### config.mk
export PLATFORM = sky130hd
export DESIGN_NAME = perceptron_train_sequencer
export DESIGN_NICKNAME = d
export VERILOG_FILES = /design/src/rtl/perceptron_train_sequencer.sv
export SDC_FILE = /design/constraint.sdc
export NUM_CORES = 1
export LEC_CHECK = 0
export ABC_AREA = 1
export BUFFER_PORTS_ARGS = -buffer_cell sky130_fd_sc_hd__buf_2
export CORE_ASPECT_RATIO = 1.75
export CORE_MARGIN = 8
export CORE_UTILIZATION = 43
export CTS_CLUSTER_DIAMETER = 60
export DETAILED_ROUTE_END_ITERATION = 8
export GPL_TIMING_DRIVEN = 0
export PLACE_DENSITY_LB_ADDON = 0.15
export SLEW_MARGIN = 20
export SYNTH_ARGS = -nofsm -noshare
export SYNTH_HDL_FRONTEND = slang
export SYNTH_SLANG_ARGS = --single-unit
export TNS_END_PERCENT = 5
### constraint.sdc
create_clock -name clk -period 4.9 [get_ports clk]
set_clock_uncertainty 0.1 [all_clocks]
set_input_delay 0.735 -clock clk [delete_from_list [all_inputs] [get_ports clk]]
set_output_delay 0.735 -clock clk [all_outputs]
set_load 0.02 [all_outputs]
### src/rtl/perceptron_train_sequencer.sv
// perceptron_train_sequencer
//
// Epoch scheduler for one perceptron. It holds a small sample memory and replays it
// each epoch, first as a training pass and then as an evaluation pass. It scores the
// evaluation predictions and stops after max_epochs epochs. When early stop is
// enabled it also stops after the first epoch that scores full accuracy.
//
// Optional feature:
//   PERCEPTRON_SEQ_EARLY_STOP_EN  when defined, a full evaluation score ends the run
//                                 early with converged=1. When undefined, the run
//                                 always lasts exactly max_epochs epochs.
//
// Ports:
//   clk, rst        clock (posedge) and synchronous active-low reset
//   load_en         write one sample into memory; accepted in IDLE/DONE only
//   load_addr       sample index
//   load_values     sample inputs, with input i at [i*data_width +: data_width]
//   load_expected   sample target
//   lr_in           learning rate, latched when start is accepted
//   start           one-cycle pulse that begins a run (IDLE/DONE only)
//   busy, done      run in progress / run finished
//   converged       final evaluation scored num_samples/num_samples
//   epoch_count     number of epochs completed
//   correct_count   score of the latest evaluation pass
//   values, expected, training, learning_rate   drive the perceptron
//   prediction      perceptron output, valid one cycle after its sample is presented
module perceptron_train_sequencer #(
    parameter int unsigned input_units = 2,
    parameter int unsigned num_samples = 4,
    parameter int unsigned max_epochs  = 10,
    parameter int unsigned data_width  = 16
) (
    input  logic                                                   clk,
    input  logic                                                   rst,
    input  logic                                                   load_en,
    input  logic [((num_samples > 1) ? $clog2(num_samples) : 1)-1:0] load_addr,
    input  logic [input_units*data_width-1:0]                      load_values,
    input  logic [data_width-1:0]                                  load_expected,
    input  logic [data_width-1:0]                                  lr_in,
    input  logic                                                   start,
    output logic                                                   busy,
    output logic                                                   done,
    output logic                                                   converged,
    output logic [$clog2(max_epochs+1)-1:0]                        epoch_count,
    output logic [$clog2(num_samples+1)-1:0]                       correct_count,
    output logic [input_units*data_width-1:0]                      values,
    output logic [data_width-1:0]                                  expected,
    output logic                                                   training,
    output logic [data_width-1:0]                                  learning_rate,
    input  logic [data_width-1:0]                                  prediction
);

    localparam int unsigned AddrW  = (num_samples > 1) ? $clog2(num_samples) : 1;
    localparam int unsigned EpochW = $clog2(max_epochs + 1);
    localparam int unsigned CntW   = $clog2(num_samples + 1);
    localparam int unsigned VecW   = input_units * data_width;

    localparam logic [AddrW-1:0]  LastIdx     = AddrW'(num_samples - 1);
    localparam logic [EpochW-1:0] LastEpoch   = EpochW'(max_epochs - 1);
    localparam logic [CntW-1:0]   NumSamplesC = CntW'(num_samples);

`ifdef PERCEPTRON_SEQ_EARLY_STOP_EN
    localparam bit EarlyStop = 1'b1;
`else
    localparam bit EarlyStop = 1'b0;
`endif

    typedef enum logic [2:0] {
        StIdle,
        StTrain,
        StEval,
        StDrain,
        StCheck,
        StDone
    } state_e;

    state_e              state_q, state_d;
    logic [AddrW-1:0]    idx_q, idx_d;
    logic [CntW-1:0]     score_q, score_d;
    logic [data_width-1:0] exp_dly_q, exp_dly_d;
    logic                dly_valid_q, dly_valid_d;
    logic [EpochW-1:0]   epoch_q, epoch_d;
    logic [CntW-1:0]     correct_q, correct_d;
    logic                converged_q, converged_d;
    logic [data_width-1:0] lr_q, lr_d;

    // The sample memory has no reset, so its contents persist across runs and resets.
    logic [VecW-1:0]       mem_values_q   [num_samples];
    logic [data_width-1:0] mem_expected_q [num_samples];

    logic [VecW-1:0]       rd_values;
    logic [data_width-1:0] rd_expected;
    logic                  addr_ok;
    logic                  load_ok;
    logic                  last_idx;
    logic                  score_hit;
    logic                  full_score;
    logic                  last_epoch;

    // When the depth is not a power of two, writes to unused addresses are dropped.
    if (num_samples == (1 << AddrW)) begin : g_addr_full
        assign addr_ok = 1'b1;
    end else begin : g_addr_part
        assign addr_ok = (32'(load_addr) < num_samples);
    end

    assign load_ok = rst && load_en && addr_ok && ((state_q == StIdle) || (state_q == StDone));

    always_ff @(posedge clk) begin
        if (load_ok) begin
            mem_values_q[load_addr]   <= load_values;
            mem_expected_q[load_addr] <= load_expected;
        end
    end

    assign rd_values   = mem_values_q[idx_q];
    assign rd_expected = mem_expected_q[idx_q];

    always_ff @(posedge clk) begin
        if (!rst) begin
            state_q     <= StIdle;
            idx_q       <= '0;
            score_q     <= '0;
            exp_dly_q   <= '0;
            dly_valid_q <= 1'b0;
            epoch_q     <= '0;
            correct_q   <= '0;
            converged_q <= 1'b0;
            lr_q        <= '0;
        end else begin
            state_q     <= state_d;
            idx_q       <= idx_d;
            score_q     <= score_d;
            exp_dly_q   <= exp_dly_d;
            dly_valid_q <= dly_valid_d;
            epoch_q     <= epoch_d;
            correct_q   <= correct_d;
            converged_q <= converged_d;
            lr_q        <= lr_d;
        end
    end

    always_comb begin
        state_d     = state_q;
        idx_d       = idx_q;
        score_d     = score_q;
        exp_dly_d   = exp_dly_q;
        dly_valid_d = dly_valid_q;
        epoch_d     = epoch_q;
        correct_d   = correct_q;
        converged_d = converged_q;
        lr_d        = lr_q;

        values   = '0;
        expected = '0;
        training = 1'b0;

        last_idx   = (idx_q == LastIdx);
        // A prediction is only scored when a sample was presented in the previous cycle.
        score_hit  = dly_valid_q && (prediction == exp_dly_q);
        full_score = (score_q == NumSamplesC);
        last_epoch = (epoch_q >= LastEpoch);

        unique case (state_q)
            StIdle, StDone: begin
                if (start) begin
                    state_d     = StTrain;
                    idx_d       = '0;
                    epoch_d     = '0;
                    correct_d   = '0;
                    converged_d = 1'b0;
                    lr_d        = lr_in;
                end
            end
            StTrain: begin
                values   = rd_values;
                expected = rd_expected;
                training = 1'b1;
                if (last_idx) begin
                    state_d     = StEval;
                    idx_d       = '0;
                    score_d     = '0;
                    dly_valid_d = 1'b0;
                end else begin
                    idx_d = idx_q + AddrW'(1);
                end
            end
            StEval: begin
                values      = rd_values;
                expected    = exp_dly_q;
                score_d     = score_q + CntW'(score_hit);
                exp_dly_d   = rd_expected;
                dly_valid_d = 1'b1;
                if (last_idx) begin
                    state_d = StDrain;
                    idx_d   = '0;
                end else begin
                    idx_d = idx_q + AddrW'(1);
                end
            end
            StDrain: begin
                // Scores the prediction for the last evaluation sample.
                expected    = exp_dly_q;
                score_d     = score_q + CntW'(score_hit);
                dly_valid_d = 1'b0;
                state_d     = StCheck;
            end
            StCheck: begin
                epoch_d   = epoch_q + EpochW'(1);
                correct_d = score_q;
                idx_d     = '0;
                if ((EarlyStop && full_score) || last_epoch) begin
                    state_d     = StDone;
                    converged_d = full_score;
                end else begin
                    state_d = StTrain;
                end
            end
            default: begin
                state_d = StIdle;
            end
        endcase
    end

    assign busy          = (state_q != StIdle) && (state_q != StDone);
    assign done          = (state_q == StDone);
    assign converged     = converged_q;
    assign epoch_count   = epoch_q;
    assign correct_count = correct_q;
    assign learning_rate = lr_q;

endmodule

Word-level counts from Yosys, hierarchy flattened --
Memory sizes are Yosys's and may differ from the RTL's. A register that Yosys moved wholly into a read port is not among the register bits. Index checks and enable logic that the tools add are counted.
Storage, ports and cells: output and inout bits 75, memories 2, register bits 49, word-level logic and storage cells 77, memory bits (writable) 192
Cells by class: $add $sub $neg 3, mux-type cells 28, order comparisons 1, reductions and logical operators 21, eq/ne operators 13
Memories:
- mem_values_q | depth 4, bits a word 32, read ports 1, clocked after memory_dff 1, wr ports 1, RTL line 88 | logic [VecW-1:0] mem_values_q [num_samples];
- mem_expected_q | depth 4, bits a word 16, read ports 1, clocked after memory_dff 1, wr ports 1, RTL line 89 | logic [data_width-1:0] mem_expected_q [num_samples];
Operators with widths (number):
- $mux W32 | 1
- $pmux W16 S2 | 1
- $mux W3 | 6
- $eq A16 B16 Y1 | 1
- $pmux W3 S5 | 1
- $mux W2 | 6
- $pmux W3 S2 | 2
- $reduce_and A2 Y1 | 5
- $eq A3 B3 Y1 const B | 3
- $reduce_bool A3 Y1 | 3
- $ne A2 B2 Y1 const B | 4
- $pmux W4 S2 | 1
- $eq A3 B2 Y1 const B | 2
- $mux W1 | 6
- $pmux W2 S3 | 1
- $reduce_and A3 Y1 | 2
- $reduce_or A2 Y1 | 3
- $add A4 B1 Y4 const B | 1
- $ge A4 B4 Y1 const B | 1
- $logic_and A1 B1 Y1 | 4
- $mux W4 | 1
- $reduce_bool A2 Y1 | 2
- $add A3 B1 Y3 | 1
- $eq A3 B1 Y1 const B | 1
- 7 further kinds | 7

Longest topological paths before layout --
depth in word-level cells 6, gate-level depth with buffers 13, gate-level depth less buffers 13

Worst setup path after synthesis --
No wires, ideal clock.
path type register to register, from reg state_q[1], to mem mem_expected_q[1][0], enable pin, setup slack 1.273 ns, period minus slack after synthesis 3.627 ns, buffers on the path 0, cell stages (with the launch flop) 8, arrival time 3.073 ns, setup time 0.454 ns, path through dfxtp_1 inv_2 nand2_1 nand2_1 nand2_1 nor2_1 nand2_1 nor2_1
On the way: longest elaborated chain between the ends 5, elaborated cells between the ends (all ways) 6
Ends and longest elaborated chain:
- start: declaration | RTL line 77 | state_e state_q, state_d;
- start signal: assignment | RTL line 121 | state_q <= StIdle;
- start signal: assignment | RTL line 131 | state_q <= state_d;
- $eq A3 B3 Y1 / $logic_not A3 Y1 (equally long branches) | RTL line 107 | assign load_ok = rst && load_en && addr_ok && ((state_q == StIdle) || (state_q == StDone));
- $logic_or A1 B1 Y1 (*) | RTL line 107
- $logic_and A1 B1 Y1 (*) | RTL line 107
- $mux W1 (*) | RTL line 110 | if (load_ok) begin
- $mux W1 (not written as such) (*) | RTL line 112 | mem_expected_q[load_addr] <= load_expected;
- end: declaration | RTL line 89
Mark *: on every way between the ends. The rest lies on a longest branch, timed or not.

==> results by group <==
Status
  – Status: completed

CTS
  – Maximum level of the CTS H-tree: 1
  – CTS resizes: 0
  – Clock transition at the registers of the reported paths: 60 ps
  – CTS Root Cell: sky130_fd_sc_hd__clkbuf_16
  – CTS tree: yes
  – Clock network latency to the later pin of the worst-skew pair: 510 ps
  – # clock sinks: 243
  – CTS Hold Bufs: 0
  – Number of buffers added by the clock tree synthesis step: 22
  – # Post-CTS Setup Buffers: 0
  – Max clock buf depth: 3

Floorplanning
  – CORE AREA: approximately 0.022 sq mm
  – Number of rows in the core area: 73
  – # IOs: approximately 160
  – Height of the die: 214.8 microns
  – Die Footprint: approximately 0.028 sq mm
  – Die X-Extent: approximately 130 microns
  – Effective utilization at floorplan: 0.4321

Yosys
  – Synth area leaders: sky130_fd_sc_hd__edfxtp_1 59%, sky130_fd_sc_hd__dfxtp_1 11%, sky130_fd_sc_hd__nand2_1 6.7%, sky130_fd_sc_hd__nor2_1 5.8%, sky130_fd_sc_hd__o21ai_0 4.5%
  – Distinct cells, synth: 24
  – Yosys warning count: 0
  – Nets in the synthesized netlist: 994
  – Post-synth EDFFs: ~190
  – Post-synth ARST share: 0
  – Sequential-to-total area share from yosys stat: 0.6990
  – Area share of the largest cell type after synthesis: 0.5938
  – Most frequent cell after synthesis: sky130_fd_sc_hd__edfxtp_1
  – Flop and latch count out of synthesis: between 200 and 250
  – Commonest register cell after synthesis: sky130_fd_sc_hd__edfxtp_1
  – Synth top cells by count: 192 x sky130_fd_sc_hd__edfxtp_1, 174 x sky130_fd_sc_hd__nand2_1, 150 x sky130_fd_sc_hd__nor2_1
  – Number of cells produced by synthesis: 902
  – Syn Area/Cell: 10.76 sq um
  – Largest area contributor in the synthesized netlist: sky130_fd_sc_hd__edfxtp_1
  – Netlist area before placement: 0.009709 sq mm

Routing
  – Number of remaining DRC errors: 0
  – Antenna Nets Post-Route: 0
  – Detailed-route vias per instance: 4.962
  – Via total after detailed routing: 6992
  – Total iterations of the first detailed-routing run: 5
  – Drt initial violations: 378
  – Average routed wire per standard cell: around 18 microns
  – Total routed wirelength: roughly 25000 microns

GRT
  – All-Layer GR Usage: 0.1790
  – Congestion Overflow GR: 0
  – Antenna violations before repair: 3
  – First-pass GRT wire length: roughly 38000 microns
  – Maximum number of pins on one net before global-route repair: 23
  – Number of global-route vias before repair: 7218

Placed design
  – Placed Cells: 1370
  – Count of input and output buffers: 160
  – Weighted congestion reported at the end of routability-driven placement: ~0.81
  – HPWL reported at the end of detailed placement: roughly 17000 microns

STA
  – Clock period minus worst slack: 3291 ps
  – Fin crit share: 0.6717
  – Worst hold slack after final layout: 338.6 ps
  – RSZ-0062 raised after global routing: no
  – Hold violation count in the final report: 0
  – Slew Limit Headroom: 0.5787
  – Worst-Margin Slew: 632.0 ps
  – Pins over their slew limit: 0
  – Setup Viol. Count Final: 0
  – Fmax achieved: 303.8 MHz

Worst setup path
  – Category of the critical setup timing path: reg -> out
  – Critical path launch point type: flop
  – Cell count of the worst reg-to-reg path: 9
  – Worst EP arrival: about 2500 ps
  – Slack of the worst reg-to-reg path: 2420 ps
  – Top fanout value on the critical path: 10
  – Worst path required time: ~4000 ps
  – Crit Reg-Reg Startpoint: state_q[1]
  – Worst reg2reg path endpoint: mem_expected_q[1][12]
  – Ordered cell list for the critical path: buf_1 -> buf_1 -> nor2_1 -> o21ai_0 -> a21oi_1 -> buf_2
  – Largest stage delay on the critical path: 510 ps
  – Cell occurring most often along the worst timing path: sky130_fd_sc_hd__buf_1
  – Sort of element at the end of the critical path: output port
  – Slowest cell on the critical path: sky130_fd_sc_hd__buf_1

Hold path
  – Worst hold path class: in -> reg
  – Worst Hold End: mem_values_q[3][22]
  – Worst hold path startpoint: load_values[22]
  – Worst hold path stage count: 1

Power and ir drop
  – Leakage: 4.572 nW
  – Power density over the cells: 532.2 mW/mm^2
  – VDD IR max: 0.3102 mV

Layout
  – Non-filler instance count after layout: about 1.4k
  – Post-layout nets: about 1.2k
  – Area growth from synthesis to layout: 21.67%
  – Layout cell share with drive strength beyond 1: 0.2146
  – Inserted Diodes: 0

Flow run
  – Number of maximum-capacitance violations: 0
final cells by class:
cell class                      instances  area [sq um]
Fill cell                            2061         10660
Sequential cell                       243          6787
Multi-Input combinational cell        581          2631
Timing Repair Buffer                  168         975.9
Clock buffer                           26         586.8
Tap cell                              300         375.4
Buffer                                 48         209.0
Clock inverter                         13         136.4
Inverter                               30         112.6
cells by family after synthesis:
family,Yosys count,synth area share
AOI/OAI and AO/OA,197,0.1035
adders and majority gates,6,0.007732
and+or+nand+nor,374,0.1531
DFF,243,0.6990
xor gates and xnor gates,4,0.003608
buffers and inverters,78,0.03312
routing by layer:
layer	global-route usage	up-vias	part of all wire
met2	0.3369	185	0.54
met4	0.08680	4	0.034
met5	0	-	0.0010
met3	0.03124	58	0.053
met1	0.1825	3246	0.37
li1	-	3499	-
power by group:
group          total [mW]  switching (mW)  leakage [nW]  internal [mW]
sequential           2.51          0.0911          2.15           2.42
combinational        2.04            1.45          2.07          0.595
clock                1.74           0.725         0.349           1.01
total                6.29            2.26          4.57           4.02
state kept, by name (all words and copies together), names as in the netlist, named ones only:
register	count
exp_dly_q	16
idx_q	2
mem_values_q	128
converged	1
score_q	3
correct_count	3
dly_valid_q	1
mem_expected_q	64
state_q	3
epoch_count	4
learning_rate	16
worst max-delay path: cells and delay by family, from the launching register on:
| kind | cells | cell delay [ps] |
|---|---|---|
| buf+inv | 3 | 1170 |
| flops | 1 | 440 |
| compound gates | 2 | 240 |
| simple gates | 1 | 100 |
worst max path at each step:
| stage | to | cells past startpoint | from |
|---|---|---|---|
| finish | values[25] | 6 | flop |
| global route | values[13] | 6 | flop |
| CTS | values[25] | 6 | flop |
| detailed placement | values[25] | 6 | flop |
| global placement | mem_values_q[2][8] | 5 | rst |
| floorplan | mem_expected_q[1][0] | 7 | state_q[1] |
through the flow:
stage / setup TNS [ps] / worst slack (ps) / area (sq um) / power, mW / utilization
final: 0 / 1609 / 11810 / 6.287 / 0.5258
after global routing: 0 / 1471 / 11810 / 6.646 / 0.5258
after CTS: 0 / 1542 / 11810 / 6.382 / 0.5258
after detailed placement: 0 / 2108 / 11090 / 4.635 / 0.4936
after global placement: -95240 / -523.7 / 10890 / 4.605 / 0.4845
after floorplan: 0 / 1273 / 9709 / 3.858 / -
layout by cell type (no fill, tap or decap):
master,n
sky130_fd_sc_hd__a21oi_1,83
sky130_fd_sc_hd__buf_1,5
sky130_fd_sc_hd__buf_12,6
sky130_fd_sc_hd__buf_16,2
sky130_fd_sc_hd__buf_2,180
sky130_fd_sc_hd__buf_4,1
sky130_fd_sc_hd__bufinv_16,3
sky130_fd_sc_hd__clkbuf_1,25
sky130_fd_sc_hd__clkbuf_16,23
sky130_fd_sc_hd__clkinv_1,5
sky130_fd_sc_hd__clkinv_2,3
sky130_fd_sc_hd__clkinvlp_2,1
sky130_fd_sc_hd__clkinvlp_4,1
sky130_fd_sc_hd__dfxtp_1,51
sky130_fd_sc_hd__edfxtp_1,192
sky130_fd_sc_hd__ha_1,6
sky130_fd_sc_hd__inv_1,21
sky130_fd_sc_hd__inv_2,9
sky130_fd_sc_hd__nand2_1,174
sky130_fd_sc_hd__nand3_1,44
sky130_fd_sc_hd__nand3_2,2
sky130_fd_sc_hd__nand3b_1,1
sky130_fd_sc_hd__nor2_1,146
sky130_fd_sc_hd__nor2_2,1
sky130_fd_sc_hd__nor2_4,5
sky130_fd_sc_hd__nor3_1,1
sky130_fd_sc_hd__o21ai_0,88
sky130_fd_sc_hd__o21ai_1,14
sky130_fd_sc_hd__o21ai_2,1
sky130_fd_sc_hd__o22ai_1,10
sky130_fd_sc_hd__o31ai_1,1
sky130_fd_sc_hd__xor2_1,4
(Power assumes the default switching activity.)
